[src/rtl/restoring_divider.sv]
// Multi-cycle unsigned restoring divider: one quotient bit per RUN cycle, MSB first.
// A zero divisor finishes immediately with an all-ones quotient and the dividend as remainder.
module restoring_divider #(
    parameter int unsigned WIDTH = 4
) (
    input  logic             clk,
    input  logic             rst,
    input  logic             start,
    input  logic [WIDTH-1:0] a,
    input  logic [WIDTH-1:0] b,
    output logic             busy,
    output logic             done,
    output logic [WIDTH-1:0] quotient,
    output logic [WIDTH-1:0] remainder,
    output logic             div_by_zero
);

    localparam int unsigned CntW = $clog2(WIDTH + 1);
    localparam int unsigned SumW = WIDTH + 2;

    typedef enum logic [1:0] {StIdle, StRun, StDone} state_e;

    state_e           state_q, state_d;
    logic [WIDTH-1:0] a_q, a_d;
    logic [WIDTH-1:0] b_q, b_d;
    logic [WIDTH:0]   r_q, r_d;
    logic [WIDTH-1:0] q_q, q_d;
    logic [CntW-1:0]  cnt_q, cnt_d;
    logic [WIDTH-1:0] quotient_q, quotient_d;
    logic [WIDTH-1:0] remainder_q, remainder_d;
    logic             dbz_q, dbz_d;

    logic [WIDTH:0]   r_shift;
    logic [SumW-1:0]  trial_sum;
    logic             no_borrow;
    logic [WIDTH:0]   r_step;
    logic [WIDTH-1:0] q_step;

    // Trial subtract in WIDTH+1 bits; the extra sum bit is the carry-out.
    always_comb begin
        r_shift   = {r_q[WIDTH-1:0], a_q[WIDTH-1]};
        trial_sum = {1'b0, r_shift} + {1'b0, ~{1'b0, b_q}} + SumW'(1);
        no_borrow = trial_sum[SumW-1];
        r_step    = no_borrow ? trial_sum[WIDTH:0] : r_shift;
        q_step    = {q_q[WIDTH-2:0], no_borrow};
    end

    always_comb begin
        state_d     = state_q;
        a_d         = a_q;
        b_d         = b_q;
        r_d         = r_q;
        q_d         = q_q;
        cnt_d       = cnt_q;
        quotient_d  = quotient_q;
        remainder_d = remainder_q;
        dbz_d       = dbz_q;

        unique case (state_q)
            StIdle: begin
                if (start) begin
                    if (b == '0) begin
                        quotient_d  = '1;
                        remainder_d = a;
                        dbz_d       = 1'b1;
                        state_d     = StDone;
                    end else begin
                        a_d     = a;
                        b_d     = b;
                        r_d     = '0;
                        q_d     = '0;
                        cnt_d   = '0;
                        dbz_d   = 1'b0;
                        state_d = StRun;
                    end
                end
            end
            StRun: begin
                a_d   = a_q << 1;
                r_d   = r_step;
                q_d   = q_step;
                cnt_d = cnt_q + CntW'(1);
                if (cnt_q == CntW'(WIDTH - 1)) begin
                    quotient_d  = q_step;
                    remainder_d = r_step[WIDTH-1:0];
                    state_d     = StDone;
                end
            end
            StDone: begin
                state_d = StIdle;
            end
            default: begin
                state_d = StIdle;
            end
        endcase
    end

    always_ff @(posedge clk) begin
        if (rst) begin
            state_q     <= StIdle;
            a_q         <= '0;
            b_q         <= '0;
            r_q         <= '0;
            q_q         <= '0;
            cnt_q       <= '0;
            quotient_q  <= '0;
            remainder_q <= '0;
            dbz_q       <= 1'b0;
        end else begin
            state_q     <= state_d;
            a_q         <= a_d;
            b_q         <= b_d;
            r_q         <= r_d;
            q_q         <= q_d;
            cnt_q       <= cnt_d;
            quotient_q  <= quotient_d;
            remainder_q <= remainder_d;
            dbz_q       <= dbz_d;
        end
    end

    assign busy        = (state_q == StRun);
    assign done        = (state_q == StDone);
    assign quotient    = quotient_q;
    assign remainder   = remainder_q;
    assign div_by_zero = dbz_q;

endmodule

[config.mk]
export PLATFORM = sky130hd
export DESIGN_NAME = restoring_divider
export DESIGN_NICKNAME = d
export VERILOG_FILES = /design/src/rtl/restoring_divider.sv
export SDC_FILE = /design/constraint.sdc
export NUM_CORES = 1
export LEC_CHECK = 0
export CORE_MARGIN = 2
export CORE_UTILIZATION = 51
export DETAILED_ROUTE_END_ITERATION = 16
export GPL_TIMING_DRIVEN = 0
export PLACE_DENSITY = 0.77
export SLEW_MARGIN = 5
export SYNTH_ARGS = -nofsm -noshare
export SYNTH_HDL_FRONTEND = slang
export SYNTH_SLANG_ARGS = --single-unit
[constraint.sdc]
create_clock -name clk -period 2.6 [get_ports clk]
set_input_delay 0.52 -clock clk [delete_from_list [all_inputs] [get_ports clk]]
set_output_delay 0.52 -clock clk [all_outputs]
set_load 0.05 [all_outputs]
==> results_dict.tcl <==
set metrics [dict create \
    dr.pass1.iters 4 \
    post-place-ws_ps -235 \
    path_buf_inv 4 \
    final_antenna_net_count 0 \
    grt_max_degree 15 \
    layout-drive-gt1-share_pct 11.3 \
    synth_area_um2 1310 \
    gp_congestion 0.848 \
    leakagePower_nw 0.585 \
    numPortBuffers 20 \
    synthesis.nets 166 \
    clock-sinks 29 \
    core_area_um2 2450 \
    cp.arrival_ps 1970 \
    insertion_delay_ps 320 \
    synth-edff-count 0 \
    die_area_um2 2990 \
    routed_wl_um 2980 \
    synthCells 148 \
    synthToLayoutAreaGrowth_pct 24.7 \
    dp_hpwl_um 2130 \
    start_util_pct 53.4 \
    fin_crit_ps 2490 \
    cap_violations 0 \
    drc 0 \
    viasPerCell 5.53 \
    period_share_pct 95.6 \
    n_antenna_cell 0 \
    cts_tree "done" \
    run_status "finished, final reports clean" \
    fillerInstances 213 \
    path_cells "clkbuf_1 -> nand2b_1 -> clkbuf_1 -> clkinvlp_4 -> clkdlybuf4s15_2" \
    power.total_uw 996 \
    grt_pass1_wl_um 4710 \
    worstSetupPathType "flop to primary output" \
    setup_viol 0 \
    first_global_vias 1126 \
    worst-slew-pin-transition_ps 581 \
    holdCritPathClass "flop to flop" \
    drt-initial-drc-count 21 \
    rr_startpoint "state_q[0]" \
    slew-limit-headroom_pct 61.1 \
    yosys_most_used_dff "dfxtp_1" \
    std_cell_rows 18 \
    groute.usage.overall_pct 23.1 \
    yosys_warnings 0 \
    vdd_ir_drop_max_uv 540 \
    max_freq_mhz 402 \
    fin_ws_ps 113 \
    cp_common_cell "clkbuf_1" \
    power.density_nw_per_um2 609 \
    antenna_found_initial 0 \
    ys_async_sr_fraction_pct 0 \
    setup.worst_path.start_class "flop" \
    vias 1145 \
    cts_buffers 5 \
    cts_hold_buf 0 \
    cp_max_fo 9 \
    cts.clk_slew.worst_paths_ps 90 \
    path_delay_family "buffers and inverters" \
    finalNetCount 194 \
    postSynthAreaPerCell_um2 8.86 \
    die_y_um 54.7 \
    critical_path.max_stage_delay_ps 380 \
    ios 22 \
    cts-root-buf "clkbuf_4" \
    yosysUniqueCellTypes 32 \
    end_kind "primary output" \
    timing.critical_path.from "state_q[0]" \
    ys_ff_latch 29 \
    ys_seq_area_share_pct 44.3 \
    critPathSlowestCell "clkdlybuf4s15_2" \
    htreeDepth 2 \
    fin_skew_ps 4.94 \
    hp-start "b_q[2]" \
    rsz0062_at_grt "no" \
    grt_remaining_overflow 0 \
    clockBufferDepth 2 \
    drv_slew 0 \
    die_w_um 54.7 \
    wl_per_cell_um 14.4 \
    cp.required_ps 2080 \
    final_hold_viol_count 0 \
]
per-layer routing:
metal / vias to the layer above / GRT usage [%] / routed length, µm
li1: 575 / - / -
met1: 528 / 26.3 / 1320
met2: 34 / 37.9 / 1400
met3: 8 / 8.20 / 193
met4: 0 / 11.3 / 70
met5: - / 0 / 0
worst register-to-register path: cells and delay by family, from the launching register on:
kind | cells | cell delay [ps]
AO/OA/AOI/OAI | 2 | 320
buffers and inverters | 4 | 1050
flip-flops | 1 | 300
AND/OR/NAND/NOR | 3 | 240
cell families after synthesis:
logic type	count (synthesis)	synth area share, %
compound gates	40	23.1
xor+xnor	1	0.668
fa+ha+maj	7	7.25
buf+inv	18	5.73
flops	29	44.3
simple gates	53	19.0
state kept, by name, summed over array words and instances (netlist names):
register / count
a_q: 4
b_q: 4
cnt_q: 3
div_by_zero: 1
q_q: 3
quotient: 4
r_q: 4
remainder: 4
state_q: 2
repair_timing:
action,4_1_cts,5_1_grt
setup buffers,0,2
resized for setup,3,1
hold endpoints to repair,0,0
endpoints found under the setup margin,1,1
pin swaps,0,0
final cells by class:
type,count,area (µm²),area share [%]
clock buffers,7,65.1,3.98
multi-input cells,101,656,40.1
repair buffers,22,216,13.2
plain buffers,7,33.8,2.07
well taps,30,37.5,2.30
flip-flops and latches,29,581,35.5
clock inverters,1,5.00,0.306
inverters,10,41.3,2.52
Yosys cell counts, types with 2 or more instances:
master,number,area [µm²]
or2_2,2,12.5
nand2b_1,3,18.8
a22oi_1,4,30.0
nand2_1,17,63.8
clkbuf_1,6,22.5
o211ai_1,3,22.5
nor2_1,20,75.1
inv_1,10,37.5
a21oi_1,10,50.1
o21a_1,3,22.5
ha_1,6,75.1
a311oi_1,10,87.6
o21ai_0,2,10.0
nor2b_1,4,25.0
dfxtp_1,29,581
a22o_1,3,26.3
path summary, 6_finish.rpt:
check	cells after the start	slack, ps	endpoint
min	2	460	b_q[2]
max reg2reg	9	560	remainder[1]
min reg2reg	2	460	b_q[2]
max	5	110	busy
cells in the final DEF, fill, tap and decap left out, types with 2 or more instances in the layout:
cell type / n
clkbuf_8: 2
nand2_1: 17
nor2_1: 20
a22oi_1: 4
dfxtp_1: 29
inv_1: 9
clkbuf_4: 5
ha_1: 6
clkbuf_1: 5
o21ai_0: 2
a22o_1: 3
nand2b_1: 3
a311oi_1: 10
a21oi_1: 10
nor2b_1: 4
o211ai_1: 3
or2_2: 2
clkdlybuf4s50_1: 19
o21a_1: 3
buf_4: 2
per-stage QoR:
stage	setup TNS [ps]	instances	util [%]	cell area [µm²]	hold WS [ps]
2_1_floorplan	0	148	-	1310	436
3_3_place_gp	-782	198	63.1	1550	447
3_5_place_dp	-932	198	63.1	1550	451
4_1_cts	0	205	65.9	1620	465
5_1_grt	0	207	66.6	1640	483
6_report	0	207	66.6	1640	464
power by group:
| group | switching (mW) | total, mW | internal [mW] |
|---|---|---|---|
| Combinational | 0.118 | 0.201 | 0.0823 |
| Sequential | 0.0165 | 0.485 | 0.469 |
| Clock | 0.153 | 0.310 | 0.157 |
| Total | 0.288 | 0.996 | 0.707 |
Power figures use the tool's default switching activity.
